--- config.mk ---
export PLATFORM = sky130hd
export DESIGN_NAME = rib_dma_flat
export DESIGN_NICKNAME = d
export VERILOG_FILES = /design/src/rtl/rib_dma_pkg.sv /design/src/rtl/rib_dma_if.sv /design/src/rtl/rib_dma_regs.sv /design/src/rtl/rib_dma.sv /design/src/flat_wrapper.sv
export SDC_FILE = /design/constraint.sdc
export NUM_CORES = 1
export LEC_CHECK = 0
export BUFFER_PORTS_ARGS = -buffer_cell sky130_fd_sc_hd__buf_2
export CORE_MARGIN = 4
export CORE_UTILIZATION = 30
export CTS_CLUSTER_DIAMETER = 80
export DETAILED_ROUTE_END_ITERATION = 8
export SETUP_SLACK_MARGIN = 0.02
export SYNTH_ARGS = -nofsm -noshare
export SYNTH_HDL_FRONTEND = slang
export SYNTH_HIERARCHICAL = 1
export SYNTH_SLANG_ARGS = --single-unit
--- constraint.sdc ---
create_clock -name clk -period 3.1 [get_ports clk]
set_clock_uncertainty 0.05 [all_clocks]
set_input_delay 0.465 -clock clk [delete_from_list [all_inputs] [get_ports clk]]
set_output_delay 0.465 -clock clk [all_outputs]
set_load 0.03 [all_outputs]
--- src/rtl/rib_dma_pkg.sv ---
// Shared types and constants for the rib_dma word-copy engine.
package rib_dma_pkg;

    typedef enum logic [1:0] {
        IDLE = 2'd0,
        RD   = 2'd1,
        WR   = 2'd2
    } dma_state_e;

    // Register offsets, decoded from s_addr_i[3:2]
    localparam logic [1:0] DMA_SRC  = 2'd0;
    localparam logic [1:0] DMA_DST  = 2'd1;
    localparam logic [1:0] DMA_LEN  = 2'd2;
    localparam logic [1:0] DMA_CTRL = 2'd3;

    // CTRL write bits; the same positions read back as BUSY/DONE/ABORTED/IE
    localparam int CTRL_START = 0;
    localparam int CTRL_DONE  = 1;
    localparam int CTRL_ABORT = 2;
    localparam int CTRL_IE    = 3;

endpackage

--- src/rtl/rib_dma_if.sv ---
// Bus bundle for rib_dma: config slave port, m1 master port and interrupt.
// The slave modport is the DMA's view; master is the view of the fabric/CPU side.
interface rib_dma_if #(
    parameter int ADDR_W = 32,
    parameter int DATA_W = 32
);
    logic [ADDR_W-1:0] s_addr_i;
    logic [DATA_W-1:0] s_data_i;
    logic [DATA_W-1:0] s_data_o;
    logic              s_we_i;
    logic [ADDR_W-1:0] m_addr_o;
    logic [DATA_W-1:0] m_data_o;
    logic [DATA_W-1:0] m_data_i;
    logic              m_req_o;
    logic              m_we_o;
    logic              m_gnt_i;
    logic              irq_o;

    modport slave (
        input  s_addr_i, s_data_i, s_we_i, m_data_i, m_gnt_i,
        output s_data_o, m_addr_o, m_data_o, m_req_o, m_we_o, irq_o
    );

    modport master (
        output s_addr_i, s_data_i, s_we_i, m_data_i, m_gnt_i,
        input  s_data_o, m_addr_o, m_data_o, m_req_o, m_we_o, irq_o
    );
endinterface

--- src/rtl/rib_dma_regs.sv ---
// Config register file: SRC/DST/LEN, CTRL/STAT flags with W1C DONE, read mux, irq.
module rib_dma_regs
    import rib_dma_pkg::*;
#(
    parameter int DATA_W = 32
) (
    input  logic              clk,
    input  logic              rst,
    input  logic [1:0]        addr,
    input  logic [DATA_W-1:0] wdata,
    input  logic              we,
    input  logic              busy,
    input  logic              done_set,
    output logic [DATA_W-1:0] rdata,
    output logic [DATA_W-1:0] src,
    output logic [DATA_W-1:0] dst,
    output logic [DATA_W-1:0] len,
    output logic              start_go,
    output logic              abort_req,
    output logic              irq
);
    logic done, aborted, ie;
    logic done_n, aborted_n, ie_n;
    logic wr_ctrl, start_acc, start_zero;

    // A START that also carries ABORT is dropped; ABORT only acts on a running copy
    assign wr_ctrl    = we && (addr == DMA_CTRL);
    assign start_acc  = wr_ctrl && wdata[CTRL_START] && !wdata[CTRL_ABORT] && !busy;
    assign start_go   = start_acc && (len != '0);
    assign start_zero = start_acc && (len == '0);
    assign abort_req  = wr_ctrl && wdata[CTRL_ABORT];

    // Flag next-state: clears first, sets last so a set beats a same-cycle W1C
    always_comb begin
        done_n    = done;
        aborted_n = aborted;
        ie_n      = ie;
        if (wr_ctrl) ie_n = wdata[CTRL_IE];
        if (start_acc) begin
            done_n    = 1'b0;
            aborted_n = 1'b0;
        end
        if (wr_ctrl && wdata[CTRL_DONE]) done_n = 1'b0;
        if (done_set || start_zero) done_n = 1'b1;
        if (abort_req && busy) aborted_n = 1'b1;
    end

    // Register storage; pointer and length writes are locked out while busy
    always_ff @(posedge clk) begin
        if (rst) begin
            src     <= '0;
            dst     <= '0;
            len     <= '0;
            done    <= 1'b0;
            aborted <= 1'b0;
            ie      <= 1'b0;
            irq     <= 1'b0;
        end else begin
            if (we && !busy) begin
                case (addr)
                    DMA_SRC: src <= {wdata[DATA_W-1:2], 2'b00};
                    DMA_DST: dst <= {wdata[DATA_W-1:2], 2'b00};
                    DMA_LEN: len <= wdata;
                    default: ;
                endcase
            end
            done    <= done_n;
            aborted <= aborted_n;
            ie      <= ie_n;
            irq     <= done_n & ie_n;
        end
    end

    // Zero-latency read mux
    always_comb begin
        rdata = '0;
        case (addr)
            DMA_SRC: rdata = src;
            DMA_DST: rdata = dst;
            DMA_LEN: rdata = len;
            default: begin
                rdata[CTRL_START] = busy;
                rdata[CTRL_DONE]  = done;
                rdata[CTRL_ABORT] = aborted;
                rdata[CTRL_IE]    = ie;
            end
        endcase
    end
endmodule

--- src/rtl/rib_dma.sv ---
// Single-channel word-copy DMA: read/write FSM and working-copy datapath.
//
// state | meaning
// IDLE  | no transfer; master port driven to zero
// RD    | requesting a read at cur_src
// WR    | requesting a write of rd_buf at cur_dst
module rib_dma #(
    parameter int ADDR_W = 32,
    parameter int DATA_W = 32
) (
    input  logic     clk,
    input  logic     rst,
    rib_dma_if.slave bus
);
    import rib_dma_pkg::*;

    dma_state_e        state, state_n;
    logic [ADDR_W-1:0] cur_src, cur_dst;
    logic [DATA_W-1:0] cnt, rd_buf;
    logic [DATA_W-1:0] src, dst, len;
    logic              start_go, abort_req, done_set, busy;
    logic              unused_addr;

    assign busy        = (state != IDLE);
    assign unused_addr = ^{bus.s_addr_i[ADDR_W-1:4], bus.s_addr_i[1:0]};

    rib_dma_regs #(.DATA_W(DATA_W)) u_regs (
        .clk       (clk),
        .rst       (rst),
        .addr      (bus.s_addr_i[3:2]),
        .wdata     (bus.s_data_i),
        .we        (bus.s_we_i),
        .busy      (busy),
        .done_set  (done_set),
        .rdata     (bus.s_data_o),
        .src       (src),
        .dst       (dst),
        .len       (len),
        .start_go  (start_go),
        .abort_req (abort_req),
        .irq       (bus.irq_o)
    );

    // State register
    always_ff @(posedge clk) begin
        if (rst) state <= IDLE;
        else     state <= state_n;
    end

    // Next state and master outputs; outputs depend only on registers so a stall holds them
    always_comb begin
        state_n      = state;
        done_set     = 1'b0;
        bus.m_req_o  = 1'b0;
        bus.m_we_o   = 1'b0;
        bus.m_addr_o = '0;
        bus.m_data_o = '0;
        case (state)
            IDLE: if (start_go) state_n = RD;
            RD: begin
                bus.m_req_o  = 1'b1;
                bus.m_addr_o = cur_src;
                if (abort_req)          state_n = IDLE;
                else if (bus.m_gnt_i)   state_n = WR;
            end
            WR: begin
                bus.m_req_o  = 1'b1;
                bus.m_we_o   = 1'b1;
                bus.m_addr_o = cur_dst;
                bus.m_data_o = rd_buf;
                if (abort_req) begin
                    state_n = IDLE;
                end else if (bus.m_gnt_i) begin
                    if (cnt == DATA_W'(1)) begin
                        state_n  = IDLE;
                        done_set = 1'b1;
                    end else begin
                        state_n = RD;
                    end
                end
            end
            default: state_n = IDLE;
        endcase
    end

    // Working copies; the programmed registers are never touched by a transfer
    always_ff @(posedge clk) begin
        if (rst) begin
            cur_src <= '0;
            cur_dst <= '0;
            cnt     <= '0;
            rd_buf  <= '0;
        end else begin
            case (state)
                IDLE: if (start_go) begin
                    cur_src <= ADDR_W'(src);
                    cur_dst <= ADDR_W'(dst);
                    cnt     <= len;
                end
                RD: if (bus.m_gnt_i && !abort_req) begin
                    rd_buf  <= bus.m_data_i;
                    cur_src <= cur_src + ADDR_W'(4);
                end
                WR: if (bus.m_gnt_i && !abort_req) begin
                    cur_dst <= cur_dst + ADDR_W'(4);
                    cnt     <= cnt - DATA_W'(1);
                end
                default: ;
            endcase
        end
    end
endmodule

--- src/flat_wrapper.sv ---
// flat-port wrapper written by rule: the top's interface ports become plain ports
module rib_dma_flat import rib_dma_pkg::*;
#(
    parameter int ADDR_W = 32,
    parameter int DATA_W = 32
)
  (clk, rst, bus_s_addr_i, bus_s_data_i, bus_s_we_i, bus_m_data_i, bus_m_gnt_i, bus_s_data_o, bus_m_addr_o, bus_m_data_o, bus_m_req_o, bus_m_we_o, bus_irq_o);
  rib_dma_if #(.ADDR_W(ADDR_W), .DATA_W(DATA_W)) bus_i ();
  input  logic clk;
  input  logic rst;
  input wire logic [$bits(bus_i.s_addr_i)-1:0] bus_s_addr_i;
  input wire logic [$bits(bus_i.s_data_i)-1:0] bus_s_data_i;
  input wire logic [$bits(bus_i.s_we_i)-1:0] bus_s_we_i;
  input wire logic [$bits(bus_i.m_data_i)-1:0] bus_m_data_i;
  input wire logic [$bits(bus_i.m_gnt_i)-1:0] bus_m_gnt_i;
  output wire logic [$bits(bus_i.s_data_o)-1:0] bus_s_data_o;
  output wire logic [$bits(bus_i.m_addr_o)-1:0] bus_m_addr_o;
  output wire logic [$bits(bus_i.m_data_o)-1:0] bus_m_data_o;
  output wire logic [$bits(bus_i.m_req_o)-1:0] bus_m_req_o;
  output wire logic [$bits(bus_i.m_we_o)-1:0] bus_m_we_o;
  output wire logic [$bits(bus_i.irq_o)-1:0] bus_irq_o;
  assign bus_i.s_addr_i = bus_s_addr_i;
  assign bus_i.s_data_i = bus_s_data_i;
  assign bus_i.s_we_i = bus_s_we_i;
  assign bus_i.m_data_i = bus_m_data_i;
  assign bus_i.m_gnt_i = bus_m_gnt_i;
  assign bus_s_data_o = bus_i.s_data_o;
  assign bus_m_addr_o = bus_i.m_addr_o;
  assign bus_m_data_o = bus_i.m_data_o;
  assign bus_m_req_o = bus_i.m_req_o;
  assign bus_m_we_o = bus_i.m_we_o;
  assign bus_irq_o = bus_i.irq_o;
  rib_dma #(.ADDR_W(ADDR_W), .DATA_W(DATA_W)) u_core (.clk(clk), .rst(rst), .bus(bus_i));
endmodule
# Word level (Yosys, flattened, before mapping)
# Cells that the tools add are included.
# word_totals
elab_cells	90
reg_bits	226
input_bits	100
out_inout_bits	99
# classes
reduce_logical	31
mux	32
n_eq_ne	11
n_bitwise	1
addsub	3
# ops
operator	count
32-bit case mux with 2 select lines	4
32-bit two-way mux	7
28-bit case mux with 3 select lines	1
32-bit by 3-bit adder with 32-bit output, second input constant	2
32-bit by 1-bit == test with 1-bit output, second input constant	1
32-bit logical NOT	1
32-bit nonzero test	1
32-bit by 1-bit subtractor with 32-bit output, second input constant	1
1-bit two-way mux	13
4-bit case mux with 3 select lines	1
1-bit logical AND	11
2-bit two-way mux	5
3-bit AND reduction	3
2-bit AND reduction	4
2-bit nonzero test	4
2-bit == test, second input constant	3
2-bit by 1-bit inequality test with 1-bit output, second input constant	3
3-bit by 2-bit inequality test with 1-bit output, second input constant	2
2-bit case mux with 3 select lines	1
2-bit by 1-bit == test with 1-bit output, second input constant	2
2-bit logical NOT	2
1-bit logical NOT	3
2-bit OR reduction	1
1-bit AND	1
1-bit logical OR	1

# Longest topological paths before layout
# depth
depth_word	9
depth_mapped	14
mapped_depth_nobuf	11

# By module
# Netlist, hierarchy kept.
# modules_own_cells
mod	seq_area_each_um2	area_each_um2	instances	cells_per_inst
rib_dma	2602.5	8140.3	1	1098
rib_dma_regs	1921.8	4132.7	1	548

# Least setup slack after synthesis
# Ideal clock, no wire load.
# synth_timing
kind	register to output
from	register u_core.state[0]
to	output port bus_m_addr_o[14]
path_stages_with_launch	9
n_path_buf	4
t_required_ns	2.585
slack_ns	0.031
arrival_ns	2.554
path_cell_list	dfxtp_1 -> inv_1 -> ha_1 -> buf_2 -> buf_2 -> buf_1 -> buf_1 -> nand2_1 -> a21boi_0
# synth_between
elab_chain_len	2
elab_cells_between_ends	3
cone_classes	2 x eq/ne; 1 x mux
# synth_lines
item	line	source
from (decl)	rib_dma.sv:17	dma_state_e state, state_n;
from (signal assigned)	rib_dma.sv:47	else state <= state_n;
2-bit == test or 2-bit by 1-bit == test with 1-bit output (tied branches)	rib_dma.sv:58	case (state)
32-bit case mux with 2 select lines *	rib_dma.sv:58	
to (decl)	flat_wrapper.sv:17	output wire logic [$bits(bus_i.m_addr_o)-1:0] bus_m_addr_o;
# Every way passes the cells marked *; elsewhere a longest branch is shown, timed or not.

# Worst setup path after layout
# layout_timing
from	register u_core.state[0]
to	output port bus_m_addr_o[20]
# The elaborated chain is that of the path after synthesis.

==> run_results.csv <==
group,metric,value,unit
route,dr.pass1.iters,5,
sta,min_period,2.95,ns
route,wl_met1,19200,um
logic_synthesis,ys_seq_elements,226,
pwr,p_leak,0.00542,uW
sta,timing_hold_violations_final,0,
logic_synthesis,synth_top_cell_by_area,"dfxtp_1",
clock_tree,cts_tree,"done",
finish,layout_common_cells,"nand2_1, dfxtp_1, a21oi_1",
global_route,antenna_found_initial,0,
finish,num-nets-final,1907,
route,route.antenna.remaining_nets,0,
die,std_cell_rows,73,
finish,fill_cells,4189,
place,routabilityCongestion,0.959,
critical_path,arrival,2.43,ns
sta,relSlewSlack,56.5,%
logic_synthesis,ys_seq_area_share,36.9,%
global_route,first_global_vias,12113,
route,drt_iter0_markers,1337,
route,maxUsedRoutingLayer,"met4",
critical_path,crit_top_cell,"buf_4",
die,dieWidth,210,um
critical_path,r2r_setup_slack,0.21,ns
critical_path,crit_fanout,24,
clock_tree,path_clk_slew,0.06,ns
sta,setup_viol,0,
pwr,p_sw_share,37.4,%
die,coreArea,40100,um^2
route,post_drt_wl_per_cell,19.7,um
flow_run,cap_violations,0,
clock_tree,cts_sinks,226,
sta,fmax,339,MHz
sta,setup_ws,0.154,ns
logic_synthesis,synth_edf_count,0,
clock_tree,root_buffer,"clkbuf_16",
logic_synthesis,async_flop_share,0,%
pwr,power_frac_comb,33.2,%
sta,finalCritPeriodShare,95.0,%
clock_tree,cts-htree-levels,1,
place,place_ws,-0.0200,ns
critical_path,r2r_cells,10,
route,vias_per_cell,5.53,
logic_synthesis,synthTopCellsByArea,"dfxtp_1, nand2_1, a21oi_1",
logic_synthesis,synth_ff_type,"dfxtp_1",
run_status,run_status,"completed",
sta,rsz0062_at_grt,"no",
logic_synthesis,yosysUniqueCellTypes,80,
worst_hold_path,holdCritStartpoint,"bus_s_data_i[10]",
die,die_area,44200,um^2
pwr,power_density,694,nW/um^2
pwr,pwr-share-clk,32.2,%
global_route,grtUsageTotal,19.8,%
sta,fin_tns_setup,0,ns
place,port_buffers,168,
route,wl,46100,um
worst_hold_path,min-delay-path-class,"primary input to flop",
global_route,globalRoute.totalOverflow,0,
critical_path,critPathRequiredTime,2.58,ns
clock_tree,numCtsBuffers,27,
die,initial_core_util,30.6,%
clock_tree,hold_buffers,0,
finish,area_growth_syn_to_layout,21.9,%
critical_path,critPathKind,"flop to output port",
route,num_vias,12968,
critical_path,start_kind,"flop",
route,route.detailed.drc,0,
sta,tightest_slew,0.653,ns
critical_path,critical_path.top_delay_family,"buffers and inverters",
critical_path,crit_chain,"inv_1 -> buf_4 -> ha_4 -> buf_4 -> nand2_1 -> a21boi_0 -> buf_2",
critical_path,slowest_stage,"buf_4",
critical_path,r2r-end,"u_core/cur_src[12]$_SDFFE_PP0P_",
pwr,ir_worst_vdd,0.377,mV
die,io_pins,199,
route,route.met2.wl,21100,um
pwr,p_seq_share,34.7,%
clock_tree,clk-insertion-delay-late,0.58,ns
logic_synthesis,yosysTopAreaCellShare,36.9,%
die,chipHeight,210,um
logic_synthesis,synthCells,1646,
place,placed_cell_area,14000,um^2
pwr,p_switching,3880,uW
pwr,p_int,6500,uW
finish,layout-drive-gt1-share,18.5,%
critical_path,r2r_start,"u_core/u_regs/len[4]$_SDFFE_PP0P_",
critical_path,end_kind,"output port",
logic_synthesis,syn_avg_cell_area,7.46,um^2
global_route,grt_max_degree,134,
worst_hold_path,hold_end,"u_core/u_regs/src[10]$_SDFFE_PP0P_",
sta,drv_slew,0,
place,hpwlAfterDp,33500,um
route,wl_met3,3240,um
pwr,total_power,10400,uW
logic_synthesis,syn-cell-area,12300,um^2
global_route,grt_pass1_wl,70800,um
clock_tree,ctsLongestPathBuffers,3,
sta,hold_ws,0.0984,ns
critical_path,slowest_delay,0.34,ns
finish,finalInstanceArea,15000,um^2
finish,n_antenna_cell,0,
critical_path,critical_path_buf_inv_count,4,
finish,final_common_cell,"nand2_1",
logic_synthesis,yosys_warnings,6,
worst_hold_path,hold_path_depth,3,
## logic make-up after synthesis
logic type,after synthesis,synth area share (%)
flops,226,36.9
fa+ha+maj,8,0.816
mux,41,3.57
buf+inv,159,5.39
simple gates,708,28.0
xor+xnor,4,0.285
compound gates,499,25.1
other cells,1,0.0306
## through the flow
step | utilization (%) | cells
after global routing | 37.3 | 2344
after global placement | 34.9 | 2294
after detailed placement | 34.9 | 2294
after CTS | 37.3 | 2344
final | 37.3 | 2344
after floorplan | - | 1649
## cells in the mapped netlist, types with 5 or more instances
master / count
a21o_1: 10
nor4_1: 24
buf_2: 31
o2bb2ai_1: 6
nor2_1: 56
buf_4: 5
a211oi_1: 21
clkbuf_1: 82
inv_1: 27
o21a_1: 9
a21oi_1: 204
nand2b_1: 7
nor2b_1: 40
a21boi_0: 8
o21ai_1: 15
o211ai_1: 5
o32ai_1: 7
dfxtp_1: 226
or4_1: 6
a311oi_1: 7
o21ai_0: 83
and2_1: 36
nand3_1: 36
or3_1: 14
a31oi_1: 20
a221oi_1: 5
mux2i_1: 37
a22oi_1: 33
a2bb2oi_1: 7
or4_4: 5
nand4_1: 21
and3_1: 9
nand2_1: 368
ha_1: 8
buf_1: 12
nor3_1: 44
o31ai_1: 8
nand3b_1: 6
o22ai_1: 10
o31a_1: 6
and4_1: 10
## repair_timing
item	in CTS	in global routing
cloned	0	0
endpoints found under the setup margin	14	29
resized for setup	2	5
buffers inserted	1	0
pin swaps	1	0
## cell type report
cell class	count	area [um^2]	share of cell area, %
multi-input combinational	1264	7160	47.9
sequential	226	4520	30.2
timing repair buffer	252	1570	10.5
clock buffer	36	759	5.08
tap	525	657	4.39
clock inverter	13	178	1.19
inverter	28	105	0.703
## registers in the layout, summed over array words and instances, names as in the netlist, 2 cells and up
signal	cells
u_core/u_regs/src	30
u_core/cur_src	32
u_core/u_regs/dst	30
u_core/cur_dst	32
u_core/rd_buf	32
u_core/cnt	32
u_core/u_regs/len	32
u_core/state	2
## how the worst max path moves through the flow
stage	startpoint	end	slack [ns]	cells after the start
6_report	u_core/state[0]$_SDFFE_PP0P_	bus_m_addr_o[20]	0.15	7
5_1_grt	u_core/state[0]$_SDFFE_PP0P_	bus_m_addr_o[18]	0.02	7
4_1_cts	u_core/u_regs/len[4]$_SDFFE_PP0P_	u_core/cnt[4]$_SDFFE_PP0P_	0.09	10
3_5_place_dp	u_core/state[0]$_SDFFE_PP0P_	u_core/cur_dst[24]$_SDFFE_PP0P_	-0.02	12
3_3_place_gp	u_core/state[0]$_SDFFE_PP0P_	u_core/cnt[15]$_SDFFE_PP0P_	0.01	13
2_1_floorplan	u_core/state[0]$_SDFFE_PP0P_	bus_m_addr_o[14]	0.03	8
## layer usage
layer,track usage [%],vias up
met3,2.89,112
met5,0,-
met4,9.50,0
met1,25.8,6119
li1,-,6193
met2,32.4,544
## worst register-to-register path, delay by kind of cell, from the launching register on
| family | cells | cell delay, ns |
|---|---|---|
| flops | 1 | 0.41 |
| simple gates | 5 | 1.41 |
| compound gates | 3 | 0.50 |
| buf+inv | 2 | 0.42 |
## power by group through the flow
stage          clock, uW  sequential (uW)  combinational (uW)
6_report            3340             3600                3440
3_3_place_gp           0             3640                3320
2_1_floorplan          0             3520                2300
5_1_grt             3530             3650                3750
4_1_cts             3410             3590                3400
3_5_place_dp           0             3650                3370
No activity file was read; power rests on OpenSTA's default activity.
